### config.mk
export PLATFORM = sky130hd
export DESIGN_NAME = iterative_multdiv
export DESIGN_NICKNAME = d
export VERILOG_FILES = /design/src/rtl/multdiv_pkg.sv /design/src/rtl/multdiv_adder.sv /design/src/rtl/multdiv_ctrl.sv /design/src/rtl/iterative_multdiv.sv
export SDC_FILE = /design/constraint.sdc
export NUM_CORES = 1
export LEC_CHECK = 0
export ABC_AREA = 1
export BUFFER_PORTS_ARGS = -buffer_cell sky130_fd_sc_hd__buf_2
export CAP_MARGIN = 10
export CORE_MARGIN = 3
export CORE_UTILIZATION = 30
export CTS_CLUSTER_DIAMETER = 200
export DETAILED_ROUTE_END_ITERATION = 10
export SLEW_MARGIN = 0
export SYNTH_ARGS = -nofsm -noshare
export SYNTH_HDL_FRONTEND = slang
export SYNTH_SLANG_ARGS = --single-unit
### constraint.sdc
create_clock -name clock -period 7.29 [get_ports clock]
set_input_delay 2.187 -clock clock [delete_from_list [all_inputs] [get_ports clock]]
set_output_delay 2.187 -clock clock [all_outputs]
set_load 0.02 [all_outputs]
### src/rtl/multdiv_pkg.sv
// multdiv_pkg: shared widths, FSM states and op codes for the iterative multiply/divide unit
package multdiv_pkg;
    localparam int WIDTH = 32;
    localparam int CNT_W = 6;
    localparam int ITER_LAST = 31;
    typedef enum logic [1:0] {IDLE, RUN, FIX, DONE} state_t;
    typedef enum logic {OP_MUL, OP_DIV} op_t;
endpackage

### src/rtl/multdiv_adder.sv
// multdiv_adder: 32-bit carry-select adder shared by every multiply/divide step
module multdiv_adder (
    input  logic [31:0] a,
    input  logic [31:0] b,
    input  logic        cin,
    output logic [31:0] sum,
    output logic        cout
);
    logic [16:0] lo, hi0, hi1;
    assign lo  = {1'b0, a[15:0]} + {1'b0, b[15:0]} + {16'd0, cin};
    assign hi0 = {1'b0, a[31:16]} + {1'b0, b[31:16]};
    assign hi1 = hi0 + 17'd1;
    assign {cout, sum} = {lo[16] ? hi1 : hi0, lo[15:0]};
endmodule

### src/rtl/multdiv_ctrl.sv
// multdiv_ctrl: sequencing FSM, iteration counter and start/abort decode
module multdiv_ctrl
    import multdiv_pkg::*;
(
    input  logic clock,
    input  logic reset,
    input  logic start,
    output logic load,
    output logic iterate,
    output logic fix,
    output logic done
);
    state_t state, state_n;
    logic [CNT_W-1:0] count, count_n;
    always_ff @(posedge clock) begin
        if (reset) begin
            state <= IDLE;
            count <= '0;
        end else begin
            state <= state_n;
            count <= count_n;
        end
    end
    always_comb begin
        state_n = state;
        count_n = count;
        load    = 1'b0;
        iterate = 1'b0;
        fix     = 1'b0;
        done    = state == DONE;
        if (start) begin
            load    = 1'b1;
            state_n = RUN;
            count_n = '0;
        end else begin
            unique case (state)
                RUN: begin
                    iterate = 1'b1;
                    count_n = count + 1'b1;
                    state_n = count == CNT_W'(ITER_LAST) ? FIX : RUN;
                end
                FIX: begin
                    fix     = 1'b1;
                    state_n = DONE;
                end
                DONE:    state_n = IDLE;
                default: state_n = IDLE;
            endcase
        end
    end
endmodule

### src/rtl/iterative_multdiv.sv
// iterative_multdiv: signed 32-bit Booth multiply / restoring divide through one shared adder
module iterative_multdiv
    import multdiv_pkg::*;
(
    input  logic             clock,
    input  logic             reset,
    input  logic [WIDTH-1:0] data_operandA,
    input  logic [WIDTH-1:0] data_operandB,
    input  logic             ctrl_MULT,
    input  logic             ctrl_DIV,
    output logic [WIDTH-1:0] data_result,
    output logic             data_exception,
    output logic             data_resultRDY
);
    logic load, iterate, fix;
    logic [WIDTH-1:0] acc, q, m, shr, add_a, add_b, sum;
    logic q_1, neg, dz, add_cin, cout, mul_sign;
    logic [1:0] booth;
    logic [WIDTH:0] mul_x, prod_hi;
    op_t op;
    multdiv_ctrl u_ctrl (
        .clock   (clock),
        .reset   (reset),
        .start   (ctrl_MULT | ctrl_DIV),
        .load    (load),
        .iterate (iterate),
        .fix     (fix),
        .done    (data_resultRDY)
    );
    multdiv_adder u_adder (
        .a    (add_a),
        .b    (add_b),
        .cin  (add_cin),
        .sum  (sum),
        .cout (cout)
    );
    assign booth = {q[0], q_1};
    assign shr   = {acc[WIDTH-2:0], q[WIDTH-1]};
    // A negative divisor is added directly: R + B carries out exactly when R >= |B|
    assign add_a   = load ? ~data_operandA : fix ? ~q : op == OP_MUL ? acc : shr;
    assign add_b   = (load | fix) ? '0 : op == OP_MUL ? (booth == 2'b10 ? ~m : m) : (m[WIDTH-1] ? m : ~m);
    assign add_cin = (load | fix) ? 1'b1 : op == OP_MUL ? booth == 2'b10 : ~m[WIDTH-1];
    // Recover the 33rd bit of acc +/- M from signed overflow so M = -2^31 stays exact
    assign mul_sign = sum[WIDTH-1] ^ ((acc[WIDTH-1] == add_b[WIDTH-1]) & (sum[WIDTH-1] != acc[WIDTH-1]));
    assign mul_x    = (q[0] ^ q_1) ? {mul_sign, sum} : {acc[WIDTH-1], acc};
    assign prod_hi  = {acc, q[WIDTH-1]};
    always_ff @(posedge clock) begin
        if (reset) begin
            acc            <= '0;
            q              <= '0;
            q_1            <= 1'b0;
            m              <= '0;
            op             <= OP_MUL;
            neg            <= 1'b0;
            dz             <= 1'b0;
            data_result    <= '0;
            data_exception <= 1'b0;
        end else if (load) begin
            op  <= ctrl_MULT ? OP_MUL : OP_DIV;
            acc <= '0;
            q_1 <= 1'b0;
            q   <= ctrl_MULT ? data_operandB : (data_operandA[WIDTH-1] ? sum : data_operandA);
            m   <= ctrl_MULT ? data_operandA : data_operandB;
            neg <= data_operandA[WIDTH-1] ^ data_operandB[WIDTH-1];
            dz  <= data_operandB == '0;
        end else if (iterate) begin
            if (op == OP_MUL) begin
                {acc, q, q_1} <= {mul_x, q};
            end else begin
                acc <= cout ? sum : shr;
                q   <= {q[WIDTH-2:0], cout};
            end
        end else if (fix) begin
            if (op == OP_MUL) begin
                data_result    <= q;
                data_exception <= ~(&prod_hi | ~|prod_hi);
            end else begin
                data_result    <= dz ? '0 : neg ? sum : q;
                data_exception <= dz | (~neg & q[WIDTH-1]);
            end
        end
    end
endmodule

After elaboration in Yosys (flattened, before gate mapping)
Cells that the tools add are included.
Widths: inputs -> output; s select.
{"block": "word_totals", "output_inout_bits": 34, "ff_bits": 141}
{"block": "classes", "n_bitwise": 18, "n_reduce_logical": 11, "n_eq_ne": 7, "addsub": 5, "n_mux": 32}
{"op": "$mux 32", "n": 18}
{"op": "$not 32->32", "n": 3}
{"op": "$add 16x16->17", "n": 2}
{"op": "$mux 33", "n": 1}
{"op": "$reduce_and 33->1", "n": 1}
{"op": "$reduce_or 33->1", "n": 1}
{"op": "$logic_not 32->1", "n": 1}
{"op": "$add 17x1->17", "n": 1}
{"op": "$add 17x1->17 const B", "n": 1}
{"op": "$mux 17", "n": 1}
{"op": "$mux 1", "n": 10}
{"op": "$add 6x1->6 const B", "n": 1}
{"op": "$eq 2x2->1 const B", "n": 3}
{"op": "$eq 6x5->1 const B", "n": 1}
{"op": "$not 1->1", "n": 6}
{"op": "$or 1x1->1", "n": 4}
{"op": "$pmux 2 s2", "n": 1}
{"op": "$reduce_and 2->1", "n": 2}
{"op": "$reduce_bool 2->1", "n": 2}
{"op": "$reduce_or 2->1", "n": 2}
{"op": "$reduce_and 3->1", "n": 1}
{"op": "$xor 1x1->1", "n": 3}
{"op": "$and 1x1->1", "n": 2}
{"op": "$eq 2x1->1 const B", "n": 1}
{"op": "other kinds (4)", "n": 4}

Longest topological paths before layout
Gate-level depths: netlist of run 1.
{"block": "logic_depth", "ltp_word": 15, "depth_mapped": 30, "mapped_depth_nobuf": 28}

Cells and area by module
Synthesis of run 1 repeated with hierarchy kept, for this count alone.
{"block": "unflattened", "hier_cells": 1866, "area_unflattened_um2": 11606.1}
{"mod": "iterative_multdiv", "area_each_um2": 8824.7, "n_inst": 1, "cells_per_inst": 1383}
{"mod": "multdiv_adder", "area_each_um2": 2333.5, "n_inst": 1, "cells_per_inst": 427}
{"mod": "multdiv_ctrl", "area_each_um2": 447.9, "n_inst": 1, "cells_per_inst": 56}

Worst setup path after synthesis of run 1
Ideal clock, no wire load.
{"block": "synth_path", "kind": "input to register", "from": "input port ctrl_DIV", "to": "register q[0]", "required_ns": 7.162, "n_path_buf": 4, "cell_stages": 28, "slack_ns": 1.325, "arrival_time_ns": 5.837, "setup_ns": 0.128, "cell_sequence": "nor2_2 inv_1 clkbuf_1 nor2_1 inv_1 clkbuf_1 buf_1 a21oi_1 ha_1 inv_1 fa_1 inv_1 nand3_1 nand3_2 nand2_1 nand2_1 inv_1 nor3_2 nand2_2 nor2_4 nand2_1 nand2_2 nand2_4 nand2_4 buf_6 nand2_2 nand2_2 a21oi_2"}
{"block": "synth_between", "elab_chain_len": 10, "elab_cells_between_ends": 20, "cone_classes": "add/sub: 4; mux: 13; bitwise: 2; reduce/logical: 1"}
{"item": "start: declaration", "line_no": "iterative_multdiv.sv:10", "rtl": "input logic ctrl_DIV,"}
{"item": "$or 1x1->1 *", "line_no": "iterative_multdiv.sv:24", "rtl": ".start (ctrl_MULT | ctrl_DIV),"}
{"item": "$mux 1", "line_no": "multdiv_ctrl.sv:31", "rtl": "if (start) begin"}
{"item": "$mux 32 / $or 1x1->1 (equally long branches)", "line_no": "iterative_multdiv.sv:40, iterative_multdiv.sv:41, iterative_multdiv.sv:42"}
{"item": "$mux 32 (on tied branches)", "line_no": "iterative_multdiv.sv:40, iterative_multdiv.sv:41"}
{"item": "$add 16x16->17 (on tied branches)", "line_no": "multdiv_adder.sv:11, multdiv_adder.sv:10"}
{"item": "$add 17x1->17 (on tied branches)", "line_no": "multdiv_adder.sv:12, multdiv_adder.sv:10"}
{"item": "$mux 17", "line_no": "multdiv_adder.sv:13", "rtl": "assign {cout, sum} = {lo[16] ? hi1 : hi0, lo[15:0]};"}
{"item": "$mux 32", "line_no": "iterative_multdiv.sv:67", "rtl": "if (op == OP_MUL) begin"}
{"item": "$mux 32", "line_no": "iterative_multdiv.sv:66", "rtl": "end else if (iterate) begin"}
{"item": "$mux 32", "line_no": "iterative_multdiv.sv:58", "rtl": "end else if (load) begin"}
{"item": "end signal: assignment", "line_no": "iterative_multdiv.sv:62", "rtl": "q <= ctrl_MULT ? data_operandB : (data_operandA[WIDTH-1] ? sum : data_operandA);"}
{"item": "end signal: assignment", "line_no": "iterative_multdiv.sv:68", "rtl": "{acc, q, q_1} <= {mul_x, q};"}
{"item": "end signal: assignment", "line_no": "iterative_multdiv.sv:71", "rtl": "q <= {q[WIDTH-2:0], cout};"}
{"item": "end: declaration", "line_no": "iterative_multdiv.sv:16", "rtl": "logic [WIDTH-1:0] acc, q, m, shr, add_a, add_b, sum;"}
Mark *: on every way between the ends. The rest lies on a longest branch, timed or not. The select of a mux whose other input is x is not followed.
A chain may end at the register's enable or synchronous reset.

Worst setup path after layout of run 1
{"block": "layout_path", "from": "input port ctrl_DIV", "to": "register acc[23]"}
{"block": "layout_between", "elab_chain_len": 9, "elab_cells_between_ends": 18, "cone_classes": "add/sub: 4; mux: 11; bitwise: 2; reduce/logical: 1"}
{"item": "$or 1x1->1 *", "line_no": "iterative_multdiv.sv:24"}
{"item": "$mux 1", "line_no": "multdiv_ctrl.sv:31"}
{"item": "$mux 32 / $or 1x1->1 (equally long branches)", "line_no": "iterative_multdiv.sv:40, iterative_multdiv.sv:41, iterative_multdiv.sv:42"}
{"item": "$mux 32 (on tied branches)", "line_no": "iterative_multdiv.sv:40, iterative_multdiv.sv:41"}
{"item": "$add 16x16->17 (on tied branches)", "line_no": "multdiv_adder.sv:11, multdiv_adder.sv:10"}
{"item": "$add 17x1->17 (on tied branches)", "line_no": "multdiv_adder.sv:12, multdiv_adder.sv:10"}
{"item": "$mux 17", "line_no": "multdiv_adder.sv:13"}
{"item": "$mux 33 / $mux 32 (equally long branches)", "line_no": "iterative_multdiv.sv:45, iterative_multdiv.sv:70"}
{"item": "$mux 32", "line_no": "iterative_multdiv.sv:67"}
{"item": "end signal: assignment", "line_no": "iterative_multdiv.sv:68"}
{"item": "end signal: assignment", "line_no": "iterative_multdiv.sv:70", "rtl": "acc <= cout ? sum : shr;"}
{"item": "end: declaration", "line_no": "iterative_multdiv.sv:16"}
Marked as above.

==> results of run 1 <==
synthesized netlist by cell type (22+ instances only):
cell / n
a211oi_1: 39
a21oi_1: 160
a21oi_2: 31
a221oi_1: 42
a31oi_1: 25
clkbuf_1: 88
dfxtp_1: 141
ha_1: 37
inv_1: 233
nand2_1: 333
nand2_2: 46
nand3_1: 55
nand3_2: 30
nand4_1: 22
nor2_1: 133
o21ai_0: 189
o22ai_1: 29
or2_2: 31
sequential cells by signal (all words and copies together), names as in the netlist:
signal          count
data_exception      1
q                  32
op                  1
u_ctrl.count        6
q_1                 1
u_ctrl.state        2
dz                  1
data_result        32
m                  32
acc                32
neg                 1
metal layers:
layer	GRT usage	vias to the layer above	part of all wire
met5	0	-	0.00028
met4	0.0935	2	0.042
met3	0.0461	123	0.085
met2	0.350	669	0.45
met1	0.277	6270	0.42
li1	-	6295	-
power groups by stage:
| stage | Clock (µW) | Sequential, µW | Combinational (µW) |
|---|---|---|---|
| after floorplan | 0 | 842 | 478 |
| after global placement | 0 | 856 | 658 |
| after detailed placement | 0 | 857 | 662 |
| after CTS | 940 | 840 | 666 |
| after global routing | 968 | 845 | 743 |
| final | 932 | 841 | 680 |
final cells by class:
type,count,area share
multi-input combinational,1342,0.571
timing repair buffer,132,0.0570
inverter,239,0.0670
clock buffer,23,0.0380
tap,518,0.0484
clock inverter,8,0.00785
antenna,1,0.000187
sequential,141,0.211
logic make-up (layout without fill, tap and decap cells):
group                      after synthesis  count (layout)  share of synthesized area
and+or+nand+nor                        718             718                      0.294
buffers and inverters                  351             402                      0.122
adders and majority gates               40              40                     0.0440
other                                    0               1                          0
DFF                                    141             141                      0.238
xor gates and xnor gates                27              27                     0.0199
AOI/OAI and AO/OA                      557             557                      0.283
critical path: cells and delay by family:
kind / cells / cell delay [ns]
simple gates: 13 / 2.06
buf+inv: 6 / 1.32
fa+ha+maj: 2 / 0.61
compound gates: 3 / 0.48
stage by stage:
step,util,area [µm²]
after floorplan,-,11900
after global placement,0.328,12800
final,0.344,13400
after global routing,0.344,13400
after detailed placement,0.328,12800
after CTS,0.344,13400
how the worst min path moves through the flow:
stage | from | end | slack (ns) | cells after the start
finish | q_1 | q_1 | 0.46 | 2
global placement | q_1 | q_1 | 0.45 | 2
CTS | q_1 | q_1 | 0.46 | 2
global route | q_1 | q_1 | 0.50 | 2
floorplan | q_1 | q_1 | 0.43 | 2
detailed placement | q_1 | q_1 | 0.45 | 2
==> impl_metrics.env, run 1 <==
export IMPL_ys_flop_type="dfxtp_1"
export IMPL_viasPerCell=5.56
export IMPL_seqPwrFrac=0.343
export IMPL_synth_top_cell_area_share=0.238
export IMPL_synth_area_top_cells="dfxtp_1 (24%), nand2_1 (11%), o21ai_0 (8.0%), inv_1 (7.4%), a21oi_1 (6.7%)"
export IMPL_io_buffers=101
export IMPL_min_path_type="flop to flop"
export IMPL_dr_pass1_iters=6
export IMPL_switching_share=0.359
export IMPL_via_count=13359
export IMPL_cts_buffers=17
export IMPL_initial_core_util=0.305
export IMPL_postLayoutSetupSlackWorst_ns=0.910
export IMPL_root_buffer="clkbuf_16"
export IMPL_critPathLaunch="ctrl_DIV"
export IMPL_drt_wirelength_per_cell_um=19.3
export IMPL_cts_resized=0
export IMPL_final_cell_mix="nand2_1 (333), inv_1 (230), o21ai_0 (189), a21oi_1 (160), dfxtp_1 (140)"
export IMPL_drv_slew=0
export IMPL_stdcell_count=2404
export IMPL_hold_violations=0
export IMPL_worstPathMaxFanout=23
export IMPL_clkLatencyLatePin_ns=0.44
export IMPL_nFillCells=4240
export IMPL_synth_nets=1942
export IMPL_ff2ff_path_depth=23
export IMPL_ctsHoldBuffers=0
export IMPL_switchingPower_uw=881
export IMPL_detailedRoute_firstIterationViolations=1446
export IMPL_antenna_found_initial=3
export IMPL_cts_tree="done"
export IMPL_synth_distinct_cells=51
export IMPL_placeableCoreArea_um2=38900
export IMPL_rows=72
export IMPL_drc_errors=0
export IMPL_critical_path_class="input pin to flop"
export IMPL_rrSetupSlack_ns=1.81
export IMPL_dp_hpwl_um=32300
export IMPL_clk_path_buf_depth=2
export IMPL_cts_sinks=141
export IMPL_synth_edf_count=0
export IMPL_overflow=0
export IMPL_gp_congestion=0.906
export IMPL_grt_setup_unrepaired="no"
export IMPL_fmax_ghz=0.157
export IMPL_synth_seq_area_share=0.238
export IMPL_cellPowerDensity_nw_per_um2=183
export IMPL_die_w_um=205
export IMPL_min_period_over_period=0.875
export IMPL_cp_data_required_time_ns=7.61
export IMPL_clockPowerShare=0.380
export IMPL_seq_area_um2=2830
export IMPL_grt_max_degree=72
export IMPL_postSynth_asyncResetShare=0
export IMPL_htree_levels=4
export IMPL_total_power_uw=2450
export IMPL_finalNetCount=1981
export IMPL_power_frac_comb=0.277
export IMPL_area_growth_synth_to_final_pct=12.7
export IMPL_ir_worst_vdd_mv=0.178
export IMPL_die_area_um2=42000
export IMPL_max_slew_margin=0.243
export IMPL_syn_cell_area_um2=11900
export IMPL_status="finished clean"
export IMPL_boundaryPins=102
export IMPL_drive_gt1_frac=0.181
export IMPL_synth_cells=1834
export IMPL_die_h_um=205
export IMPL_layout_commonest_cell="nand2_1"
export IMPL_crit_chain="buf_2 -> nor2_2 -> inv_2 -> buf_4 -> buf_4 -> nand2_1 -> o221ai_1 -> fa_1 -> inv_1 -> fa_1 -> nand2_1 -> nand2_1 -> nand2_1 -> o21ai_1 -> nand2_1 -> nand3_2 -> nand2_4 -> nor2_4 -> nand3_4 -> nand2_4 -> buf_4 -> nand2_1 -> nand2_2 -> a21oi_2"
export IMPL_dp_cells=2372
export IMPL_synth_seq_cells=141
export IMPL_yosys_area_top_type="dfxtp_1"
export IMPL_hold_ws_ns=0.461
export IMPL_cp_slowest_cell="nand2_4"
export IMPL_yosysWarnings=0
export IMPL_period_needed_ns=6.38
export IMPL_fin_skew_ns=0.00861
export IMPL_grt_pass1_wl_um=71400
export IMPL_internal_power_uw=1570
export IMPL_cp_start_kind="input pin"
export IMPL_drtAntennaViolNets=0
export IMPL_r2r_end="acc[23]"
export IMPL_setup_viol=0
export IMPL_syn_avg_cell_area_um2=6.48
export IMPL_worstPathArrival_ns=6.70
export IMPL_tightest_slew_ns=1.13
export IMPL_drt_total_wl_um=46500
export IMPL_leakage_uw=0.00593
export IMPL_setup_tns_ns=0
export IMPL_max_cap_viol_count=0
export IMPL_timing_critical_path_mode_cell="nand2_1"
export IMPL_grt_pass1_vias=12534
export IMPL_cp_end_kind="flop"
export IMPL_r2r_start="op"
export IMPL_track_usage=0.216
export IMPL_multi_input_area_um2=7640
export IMPL_path_clk_slew_ns=0.06
export IMPL_place_ws_ns=0.562
export IMPL_crit_path_end="acc[23]"
export IMPL_cp_slowest_stage_delay_ns=0.47
export IMPL_cts_setup_buffers=0
Power figures use the tool's default switching activity.
==> run 2, diff against run 1 <==
BUFFER_PORTS_ARGS = -buffer_cell sky130_fd_sc_hd__buf_4   (was -buffer_cell sky130_fd_sc_hd__buf_2)
RECOVER_POWER = 100   (was default)
==> impl_metrics.env, run 2 (synthesis results as in run 1) <==
export IMPL_place_ws_ns=0.883
export IMPL_ff2ff_path_depth=23
export IMPL_grt_pass1_vias=12756
export IMPL_dp_hpwl_um=32400
export IMPL_status="complete, but fails checks"
export IMPL_leakage_uw=0.00580
export IMPL_initial_core_util=0.305
export IMPL_antennaDiodeCount=0
export IMPL_setup_viol=0
export IMPL_area_growth_synth_to_final_pct=12.5
export IMPL_switching_share=0.362
export IMPL_cts_sinks=141
export IMPL_max_cap_viol_count=1
export IMPL_via_count=13334
export IMPL_cp_end_kind="flop"
export IMPL_drt_total_wl_um=47100
export IMPL_setup_tns_ns=0
export IMPL_boundaryPins=102
export IMPL_cp_start_kind="input pin"
export IMPL_die_w_um=205
export IMPL_min_path_type="flop to flop"
export IMPL_cts_tree="done"
export IMPL_critPathBufInv=6
export IMPL_internal_power_uw=1560
export IMPL_r2r_start="op"
export IMPL_drc_errors=0
export IMPL_layout_commonest_cell="nand2_1"
export IMPL_grt_max_degree=68
export IMPL_whs_endpoint="q_1"
export IMPL_hold_violations=0
export IMPL_cts_resized=0
export IMPL_fin_skew_ns=0.0131
export IMPL_placeableCoreArea_um2=38900
export IMPL_cp_data_required_time_ns=7.61
export IMPL_root_buffer="clkbuf_16"
export IMPL_worstPathArrival_ns=6.78
export IMPL_period_needed_ns=6.46
export IMPL_worstHoldStart="q_1"
export IMPL_min_period_over_period=0.885
export IMPL_critical_path_class="input pin to flop"
export IMPL_clockPowerShare=0.374
export IMPL_viasPerCell=5.54
export IMPL_dr_pass1_iters=6
export IMPL_grt_pass1_wl_um=72500
export IMPL_dr_wl_met3_um=3850
export IMPL_power_frac_comb=0.282
export IMPL_worstPathMaxFanout=24
export IMPL_rrSetupSlack_ns=1.90
export IMPL_seq_area_um2=2830
export IMPL_drv_slew=68
export IMPL_gp_congestion=0.934
export IMPL_tightest_slew_ns=3.08
export IMPL_max_slew_margin=-1.05
export IMPL_antenna_found_initial=0
export IMPL_hold_depth=2
export IMPL_cellPowerDensity_nw_per_um2=182
export IMPL_cp_top_family="buffers and inverters"
export IMPL_ir_worst_vdd_mv=0.151
export IMPL_htree_levels=4
export IMPL_drive_gt1_frac=0.148
export IMPL_switchingPower_uw=882
export IMPL_timing_critical_path_mode_cell="nand2_1"
export IMPL_stdcell_area_um2=13400
export IMPL_multi_input_area_um2=7550
export IMPL_finalNetCount=1983
export IMPL_top_layer_used="met4"
export IMPL_wl_met1_um=19800
export IMPL_detailedRoute_firstIterationViolations=1429
export IMPL_postLayoutSetupSlackWorst_ns=0.835
export IMPL_fmax_ghz=0.155
export IMPL_io_buffers=101
export IMPL_overflow=0
export IMPL_r2r_end="acc[15]"
export IMPL_grt_setup_unrepaired="no"
export IMPL_drt_wirelength_per_cell_um=19.6
export IMPL_crit_chain="buf_4 -> nor2_1 -> inv_2 -> nor2_1 -> clkinv_1 -> clkbuf_1 -> o221ai_1 -> fa_1 -> inv_1 -> fa_1 -> nand2_1 -> nand2_1 -> nand2_1 -> o21ai_1 -> nand2_1 -> nand3_2 -> nand2_4 -> nor2_4 -> nand2_1 -> nand2_1 -> clkbuf_2 -> nand3_1 -> nand3_2 -> a21oi_2"
export IMPL_rows=72
export IMPL_hold_ws_ns=0.467
export IMPL_cp_slowest_stage_delay_ns=0.52
export IMPL_track_usage=0.220
export IMPL_clkLatencyLatePin_ns=0.44
export IMPL_cts_setup_buffers=0
export IMPL_route_met2_wl_um=21600
export IMPL_failed_checks="max-capacitance violations, max-slew violations"
export IMPL_die_h_um=205
export IMPL_final_cell_mix="nand2_1 (343), inv_1 (231), o21ai_0 (190), a21oi_1 (165), dfxtp_1 (140)"
export IMPL_clk_path_buf_depth=2
export IMPL_ctsHoldBuffers=0
export IMPL_seqPwrFrac=0.344
export IMPL_die_area_um2=42000
export IMPL_nFillCells=4303
export IMPL_cts_buffers=17
export IMPL_cp_slowest_cell="clkbuf_1"
export IMPL_drtAntennaViolNets=0
export IMPL_path_clk_slew_ns=0.06
export IMPL_placed_area_um2=13000
-- run 2: cell types whose count changed in the layout (fill, tap and decap cells not counted), moves of 8 or more --
cell and change:
buf_2 -101, buf_4 +68, clkbuf_1 +37, nand2_1 +10, nand2_2 -10, nand3_1 +8, nand3_2 -8
-- run 2: stage by stage --
step                cells  utilization  total power [µW]
floorplan            1834            -              1320
global placement     2374        0.334              1520
finish               2405        0.343              2440
global route         2405        0.343              2540
detailed placement   2374        0.334              1530
CTS                  2405        0.349              2430
-- run 2: power by group through the flow --
stage | clock (µW) | combinational, µW | sequential (µW)
finish | 911 | 687 | 840
global placement | 0 | 669 | 855
detailed placement | 0 | 673 | 856
CTS | 914 | 677 | 838
floorplan | 0 | 478 | 842
global route | 947 | 751 | 844
-- run 2: worst max path at each step --
stage,from,to,cells after the start,slack (ns)
6_report,ctrl_MULT,acc[15],24,0.83
5_1_grt,ctrl_MULT,acc[9],24,0.50
4_1_cts,ctrl_MULT,q[0],26,1.31
3_5_place_dp,ctrl_MULT,q[0],26,0.88
3_3_place_gp,ctrl_MULT,acc[0],27,1.01
2_1_floorplan,ctrl_DIV,q[0],28,1.33
-- run 2: layout make-up --
| cell class | count | area share |
|---|---|---|
| clock buffers | 19 | 0.0324 |
| clock inverters | 12 | 0.0110 |
| inverters | 239 | 0.0671 |
| multi-input cells | 1342 | 0.565 |
| flip-flops and latches | 141 | 0.211 |
| well taps | 518 | 0.0485 |
| repair buffers | 134 | 0.0650 |
-- run 2: per-layer routing --
layer | track usage | vias up
li1 | - | 6304
met1 | 0.284 | 6249
met2 | 0.363 | 662
met3 | 0.0345 | 119
met4 | 0.0962 | 0
met5 | 0 | -
-- run 2: worst reg2reg max path, stage by stage, from the launching register on --
cell and delay (ns):
dfxtp_4 0.77, clkinv_1 0.24, nand2_1 0.11, nand2_1 0.56, buf_4 0.42, or2_2 0.27, a21oi_1 0.26, inv_1 0.11
fa_1 0.45, inv_1 0.11, nand3_1 0.11, nand3_2 0.11, nand2_1 0.05, nand2_1 0.14, inv_1 0.07, nor3_2 0.23
nand2_2 0.11, nor2_4 0.14, nand2_1 0.07, nand2_1 0.11, clkbuf_2 0.47, nand3_1 0.19, nand3_2 0.12, a21oi_2 0.06
